--- config.mk ---
export PLATFORM = sky130hd
export DESIGN_NAME = booth_seq_multiplier
export DESIGN_NICKNAME = d
export VERILOG_FILES = /design/src/rtl/booth_seq_multiplier.sv
export SDC_FILE = /design/constraint.sdc
export NUM_CORES = 1
export LEC_CHECK = 0
export ABC_AREA = 1
export CORE_MARGIN = 1.5
export CORE_UTILIZATION = 51
export CTS_CLUSTER_SIZE = 24
export DETAILED_ROUTE_END_ITERATION = 8
export PLACE_DENSITY = 0.78
export SYNTH_ARGS = -nofsm -noshare
export SYNTH_HDL_FRONTEND = slang
export SYNTH_SLANG_ARGS = --single-unit
--- constraint.sdc ---
create_clock -name clock -period 3.2 [get_ports clock]
set_clock_uncertainty 0.1 [all_clocks]
set_input_delay 0.8 -clock clock [delete_from_list [all_inputs] [get_ports clock]]
set_output_delay 0.8 -clock clock [all_outputs]
set_load 0.02 [all_outputs]
--- src/rtl/booth_seq_multiplier.sv ---
// rtl/booth_seq_multiplier.sv - sequential signed radix-4 Booth multiplier, one recoded digit per clock
module booth_seq_multiplier #(
    parameter int WIDTH = 32
) (
    input  logic                 clock,
    input  logic                 clear,
    input  logic                 start,
    input  logic [WIDTH-1:0]     A,
    input  logic [WIDTH-1:0]     B,
    output logic                 busy,
    output logic                 done,
    output logic [2*WIDTH-1:0]   Z
);

    localparam int CW = (WIDTH / 2 > 1) ? $clog2(WIDTH / 2) : 1;
    localparam logic [CW-1:0] LAST = CW'(WIDTH / 2 - 1);
    localparam logic [CW-1:0] ONE  = CW'(1);

    typedef enum logic [1:0] {
        IDLE = 2'd0,
        RUN  = 2'd1,
        DONE = 2'd2
    } state_t;

    state_t state, next_state;

    logic [WIDTH+1:0] mcand;
    logic [WIDTH+1:0] acc;
    logic [WIDTH-1:0] mplier;
    logic             bm1;
    logic [CW-1:0]    count;

    logic [WIDTH+1:0] pp;
    logic [WIDTH+1:0] mcand2;
    logic [WIDTH+1:0] sum;
    logic [WIDTH+1:0] acc_sh;
    logic [WIDTH-1:0] mplier_sh;
    logic             bm1_sh;
    logic             accept;
    logic             last_step;

    // Booth digit selection from {b[2i+1], b[2i], b[2i-1]}; 2A fits because mcand is WIDTH+2 wide.
    always_comb begin
        mcand2 = {mcand[WIDTH:0], 1'b0};
        pp     = '0;
        case ({mplier[1:0], bm1})
            3'b001, 3'b010: pp = mcand;
            3'b011:         pp = mcand2;
            3'b100:         pp = -mcand2;
            3'b101, 3'b110: pp = -mcand;
            default:        pp = '0;
        endcase
        sum       = acc + pp;
        acc_sh    = {{2{sum[WIDTH+1]}}, sum[WIDTH+1:2]};
        mplier_sh = {sum[1:0], mplier[WIDTH-1:2]};
        bm1_sh    = mplier[1];
    end

    assign accept    = start && (state != RUN);
    assign last_step = (state == RUN) && (count == LAST);

    always_ff @(posedge clock) begin
        if (!clear) begin
            state <= IDLE;
        end else begin
            state <= next_state;
        end
    end

    always_comb begin
        next_state = state;
        busy       = 1'b0;
        done       = 1'b0;
        case (state)
            IDLE: begin
                if (start) next_state = RUN;
            end
            RUN: begin
                busy = 1'b1;
                if (count == LAST) next_state = DONE;
            end
            DONE: begin
                done       = 1'b1;
                next_state = start ? RUN : IDLE;
            end
            default: next_state = IDLE;
        endcase
    end

    always_ff @(posedge clock) begin
        if (!clear) begin
            mcand  <= '0;
            acc    <= '0;
            mplier <= '0;
            bm1    <= 1'b0;
            count  <= '0;
            Z      <= '0;
        end else if (accept) begin
            mcand  <= {{2{A[WIDTH-1]}}, A};
            acc    <= '0;
            mplier <= B;
            bm1    <= 1'b0;
            count  <= '0;
        end else if (state == RUN) begin
            acc    <= acc_sh;
            mplier <= mplier_sh;
            bm1    <= bm1_sh;
            count  <= count + ONE;
            // The two headroom bits are pure sign extension by now and are dropped.
            if (last_step) Z <= {acc_sh[WIDTH-1:0], mplier_sh};
        end
    end

endmodule

==> out/metrics.yaml, run 1 <==
run_status:
  status: "complete, but fails checks"
  violations: "design-rule violations, negative setup slack"
placement:
  port_buffers: 132
  dpl.hpwl_mm: 25.0
  routabilityCongestion: 0.975
  place_ws_ns: -0.387
timing:
  fin_ws_ns: -0.497
  slew_viol_final: 0
  fmax_ghz: 0.270
  min_period_over_period_pct: 116
  hold_violations: 0
  relSlewSlack_pct: 32.6
  worst_pin_slew_ns: 1.01
  rsz0062_at_grt: "true"
  period_needed_ns: 3.70
  tns_ns: -11.63
  setup_viol: 50
  fin_hold_ws_ns: 0.382
cts:
  root_buffer: "clkbuf_16"
  cts_tree: "done"
  cts_made_buffers: 17
  insertion_delay_ns: 0.46
  path_clk_slew_ns: 0.08
  hold_buffers: 0
  htreeDepth: 4
  cts.sinks: 167
  clockBufferDepth: 2
global_routing:
  grt_pass1_vias: 10800
  overflow: 0
  grt_pass1_wl_mm: 54.4
  grt_max_degree: 104
  globalRouteTotalUtil_pct: 34.1
  antenna_found_initial: 0
routing:
  antenna_left: 0
  wl_mm: 40.6
  wl_met2_mm: 19.0
  via_count: 12400
  routed_via_density: 5.78
  wl_met3_mm: 3.58
  drtIter0Drc: 1262
  first_pass_iters: 8
  wire_per_inst_um: 18.9
  drc: 2
  top_layer_used: "met4"
  wl_met1_mm: 15.0
power_and_ir_drop:
  p_leak_nw: 7.29
  finalPower_w: 0.00622
  p_int_w: 0.00402
  clkPwrFrac_pct: 35.2
  power_frac_seq_pct: 35.9
  switching_power_w: 0.00220
  p_sw_share_pct: 35.4
  power_density_nw_per_um2: 391
  pwr-share-comb_pct: 29.0
  max-vdd-ir-drop_mv: 0.338
floorplan:
  ioPinCount: 133
  dieWidth_um: 143
  core_area_um2: 19300
  initial_core_util_pct: 51.7
  fp-row-count: 51
  die-area_um2: 20500
  die_height_um: 143
synth:
  synth_edf_count: 0
  ys_ff_latch: 167
  yosysTopAreaCell: "dfxtp_1"
  yosysWarningCount: 0
  netlist_instances: 1546
  synthTopCellsByArea: "dfxtp_1 (33%), nand2_1 (12%), inv_1 (9.3%)"
  async_flop_share_pct: 0
  synth_top_flop_cell: "dfxtp_1"
  ys_seq_area_share_pct: 33.4
  post_synth.cell_area_avg_um2: 6.47
  syn-cell-area_um2: 10000
  synth.top_cell.area_share_pct: 33.4
  syn-num-nets: 1649
  yosysUniqueCellTypes: 43
setup_path:
  crit_path_start_kind: "flip-flop"
  worst_r2r_startpoint: "mcand[1]"
  required_ns: 3.45
  arrival_ns: 3.95
  end_kind: "flip-flop"
  cp-startpoint: "mcand[1]"
  path_class: "reg -> reg"
  cp_max_fo: 4
run:
  drv_cap: 0
hold_path:
  min-delay-path-class: "reg -> reg"
  min_from: "Z[31]"
cells_and_area:
  drive_gt1_share_pct: 33.5
  nets: 1972
  antennaDiodeCount: 0
  area_delta_synth_final_pct: 59.1
power by group through the flow:
stage               Clock (W)  Sequential (W)  Combinational, W
finish                0.00219         0.00223           0.00180
floorplan                   0         0.00225          0.000685
CTS                   0.00217         0.00222           0.00147
global placement            0         0.00226           0.00124
global route          0.00227         0.00224           0.00190
detailed placement          0         0.00227           0.00125
cells by family (layout without fill, tap and decap cells):
logic type | after synthesis | in the layout | synth area share, %
flip-flops | 167 | 167 | 33.4
AO/OA/AOI/OAI | 303 | 303 | 17.8
XOR/XNOR | 34 | 34 | 2.98
buffers and inverters | 315 | 651 | 12.0
adder cells (fa/ha/maj) | 36 | 36 | 4.58
AND/OR/NAND/NOR | 691 | 691 | 29.2
registers in the layout, indices dropped and copies added, names as in the netlist:
signal,cells
acc,32
Z,64
bm1,1
state,2
mcand,32
count,4
mplier,32
cell usage in the layout, fill, tap and decap left out, types with 5 or more instances in the layout:
master and count:
nand3_1 76, nand2_4 24, ha_1 6, o21ai_2 22
nand2_2 57, nor2_1 137, nand2_1 255, a21oi_2 26
a21oi_1 51, clkdlybuf4s50_1 131, nand3_4 6, nor2_4 36
ha_4 27, nand3_2 34, o21ai_1 25, o221ai_1 32
xor2_1 13, nor2_2 23, a21oi_4 13, dfxtp_1 165
inv_2 31, o21ai_0 76, buf_4 208, o21ai_4 5
nand4_1 19, o221ai_2 5, o22ai_1 11, nor3_2 8
o211ai_1 9, inv_8 6, clkbuf_16 17, buf_6 22
a21o_1 5, xor2_2 11, inv_1 218
metal layers:
layer / track usage [%] / vias up
met5: 0 / -
met4: 15.0 / 0
met3: 7.88 / 258
met2: 57.2 / 762
met1: 41.7 / 5738
li1: - / 5662
worst max-delay path: stages, from the launching register on:
cell and delay, ns:
dfxtp_2 0.34, inv_2 0.08, ha_4 0.15, nand2_4 0.05, nor2_4 0.10, nand2_2 0.08, inv_2 0.10, nand3_4 0.09
buf_6 0.14, nor2_4 0.11, xor2_1 0.21, inv_1 0.10, nand2_1 0.07, o2111ai_1 0.19, ha_4 0.40, nand2_4 0.07
nor2_4 0.12, inv_2 0.07, nor3_4 0.16, inv_2 0.09, nor4_4 0.32, nand2_2 0.12, nand3_2 0.10, nand3_2 0.08
nand2_1 0.10, inv_1 0.04
final timing paths:
path / cells after the start / endpoint / slack (ns)
worst min-delay path: 2 / Z[31] / 0.38
worst max-delay path: 25 / acc[27] / -0.50
worst max register to register: 25 / acc[27] / -0.50
worst min register to register: 2 / Z[31] / 0.38
synthesized netlist by cell type, drive strengths merged, types with 2 or more instances:
library cell and count:
nand3 116, a21oi 90, buf 17, o21ai 128, xor2 28, ha 35
nor2 196, nand4 19, dfxtp 167, o21bai 2, nor3 15, clkbuf 44
nand2 339, o221ai 37, a221o 4, a21o 5, o2111ai 9, clkinv 2
o22ai 13, o211ai 9, a21boi 2, inv 252, nor4 2, xnor2 6
or2 2
metrics by stage:
stage	cells	util, %	area (µm²)
2_1_floorplan	1546	-	10000
3_3_place_gp	2076	66.7	12900
3_5_place_dp	2076	66.7	12900
4_1_cts	2121	76.1	14700
5_1_grt	2147	82.3	15900
6_report	2147	82.3	15900
final cells by class:
class                           count  area, µm²
Sequential cell                   167       3350
Inverter                          254        961
Multi-Input combinational cell   1064       7460
Clock buffer                       17        425
Tap cell                          265        332
Fill cell                        1179       3430
Clock inverter                     15        191
Timing Repair Buffer              365       3190
timing repair:
action | in CTS | in global routing
endpoints found under the setup margin | 53 | 57
resized for setup | 295 | 212
pin swaps | 115 | 101
buffers inserted | 15 | 27
Power figures use the tool's default switching activity.
==> run 2, diff against run 1 <==
Settings changed: CORE_MARGIN 1.5 to 2, RECOVER_POWER from default to 100.
==> out/metrics.yaml, run 2 (same netlist as run 1, synthesis figures left out) <==
run_status:
  status: "complete, but fails checks"
  violations: "negative setup slack"
setup_path:
  r2r_slack_ns: -0.59  # -0.09 ns
  crit_path_start_kind: "flip-flop"
  path_class: "reg -> reg"
  rr_endpoint: "Z[63]"
  end_kind: "flip-flop"
  required_ns: 3.45  # about the same
  worst_r2r_startpoint: "mcand[0]"
  cp_max_fo: 4  # unchanged
  rr_worst_depth: 26  # +4.0%
  arrival_ns: 4.04  # +0.09 ns
hold_path:
  min-delay-path-class: "reg -> reg"
  min_from: "count[1]"
  hold_depth: 2  # unchanged
  hold_end: "count[1]"
cts:
  clockBufferDepth: 2  # unchanged
  hold_buffers: 0  # unchanged
  cts_tree: "done"
  cts.sinks: 167  # unchanged
  cts_made_buffers: 17  # unchanged
  path_clk_slew_ns: 0.09  # about the same
  htreeDepth: 4  # unchanged
  root_buffer: "clkbuf_16"
  insertion_delay_ns: 0.46  # about the same
cells_and_area:
  area_delta_synth_final_pct: 62.4
  finish.utilization_pct: 84.0  # +1.7 points
  drive_gt1_share_pct: 33.8  # +0.34 points
  layout_common_cells: "nand2_1 (259), buf_4 (226), inv_1 (223)"
  top_register: "Z"
  multiInputGateArea_um2: 7460  # about the same
  antennaDiodeCount: 0  # unchanged
  fillers: 1103  # -6.4%
  largest_register_ffs: 64  # unchanged
  layout_commonest_cell: "nand2_1"
  nets: 2009  # +1.9%
  seqCellArea_um2: 3350  # about the same
power_and_ir_drop:
  finalPower_w: 0.00645  # +3.6%
  power_density_nw_per_um2: 397  # +1.5%
  max-vdd-ir-drop_mv: 0.374  # +10%
  p_leak_nw: 7.53  # +3.3%
placement:
  routabilityCongestion: 0.946  # -3.0%
  place_ws_ns: -0.593  # -0.205 ns
  port_buffers: 132  # unchanged
  dpl.hpwl_mm: 25.3  # +1.5%
timing:
  fin_ws_ns: -0.586  # -0.0884 ns
  rsz0062_at_grt: "true"
  setup_viol: 98  # +96%
  worst_pin_slew_ns: 1.31  # +0.304 ns
  hold_violations: 0  # unchanged
  relSlewSlack_pct: 12.4  # -20 points
  period_needed_ns: 3.79  # +0.0884 ns
  slew_viol_final: 0  # unchanged
  fmax_ghz: 0.264  # -2.3%
  min_period_over_period_pct: 118  # +2.8 points
routing:
  via_count: 12900  # +3.6%
  drc: 0  # -2
  first_pass_iters: 8  # unchanged
  wire_per_inst_um: 20.2  # +6.8%
  wl_mm: 44.1  # +8.6%
  drtIter0Drc: 1214  # -3.8%
  antenna_left: 0  # unchanged
  routed_via_density: 5.89  # +1.8%
global_routing:
  grt_pass1_vias: 11000  # +1.7%
  grt_pass1_wl_mm: 55.7  # +2.5%
  grt_max_degree: 104  # unchanged
  overflow: 0  # unchanged
  met2_usage_pct: 57.7  # +0.46 points
  use_met3_pct: 7.25  # -0.63 points
  grt.met1_usage_pct: 41.9  # +0.19 points
  globalRouteTotalUtil_pct: 34.2  # +0.12 points
  top_usage_layer: "met2"
  antenna_found_initial: 0  # unchanged
floorplan:
  fp-row-count: 51  # unchanged
  initial_core_util_pct: 51.7  # unchanged
  die-area_um2: 20700  # +1.4%
  core_area_um2: 19300  # unchanged
  ioPinCount: 133  # unchanged
  dieWidth_um: 144  # +0.70%
  die_height_um: 144  # +0.70%
run:
  drv_cap: 0  # unchanged
-- run 2: cell type report --
class                   instances  area share [%]
flip-flops and latches        167            20.6
repair buffers                402            21.4
multi-input cells            1064            46.0
inverters                     254            5.92
well taps                     265            2.04
clock inverters                15            1.40
clock buffers                  17            2.62
-- run 2: stage by stage --
stage	hold slack [ns]	cells	setup TNS, ns	area [µm²]
finish	0.388	2184	-22.11	16200
global route	0.408	2184	-32.12	16200
CTS	0.388	2156	-4.50	14800
detailed placement	0.371	2088	-17.73	13000
global placement	0.363	2088	-14.09	13000
floorplan	0.355	1546	0	10000
-- run 2: what timing repair did --
item,in CTS,in global routing
gates cloned,0,0
setup buffers,39,32
pin swaps,112,108
resized for setup,234,284
endpoints found under the hold margin,0,0
endpoints found under the setup margin,54,58
-- run 2: worst max path at each step --
stage	start	endpoint	slack, ns	cells past startpoint
4_1_cts	mcand[1]	acc[27]	-0.30	27
3_5_place_dp	mcand[0]	Z[59]	-0.59	25
3_3_place_gp	mcand[0]	Z[59]	-0.58	25
2_1_floorplan	mcand[1]	acc[27]	0.12	23
5_1_grt	bm1	Z[48]	-0.64	21
6_report	mcand[0]	Z[63]	-0.59	26
-- run 2: power by group --
part / total (W) / internal [W] / switching [W]
Clock: 0.00232 / 0.00112 / 0.00120
Sequential: 0.00223 / 0.00216 / 0.0000694
Combinational: 0.00190 / 0.000822 / 0.00107
Total: 0.00645 / 0.00411 / 0.00234
-- run 2: worst max-delay path, stage by stage (launching register included) --
cell and delay, ns:
dfxtp_2 0.35, inv_2 0.08, ha_4 0.14, nand2_4 0.06, nor2_4 0.12, buf_6 0.12, nand2_4 0.05, nor2_4 0.12
nand2_2 0.09, nor3_2 0.18, xor2_1 0.22, inv_1 0.12, a21oi_2 0.16, o21ai_2 0.12, ha_4 0.33, nand2_2 0.10
buf_4 0.16, nor2_4 0.11, inv_2 0.09, nor3_1 0.30, nand3_2 0.11, nand3_2 0.10, inv_1 0.04, nand2_1 0.07
nand3_1 0.09, nand2_1 0.11, inv_1 0.04
-- run 2: routing by layer --
layer | vias up | share of wire (%) | wire, µm
met5 | - | 0 | 0
met4 | 0 | 8.5 | 3770
met3 | 317 | 9.7 | 4290
met2 | 844 | 46 | 20500
met1 | 5968 | 35 | 15500
li1 | 5734 | - | -
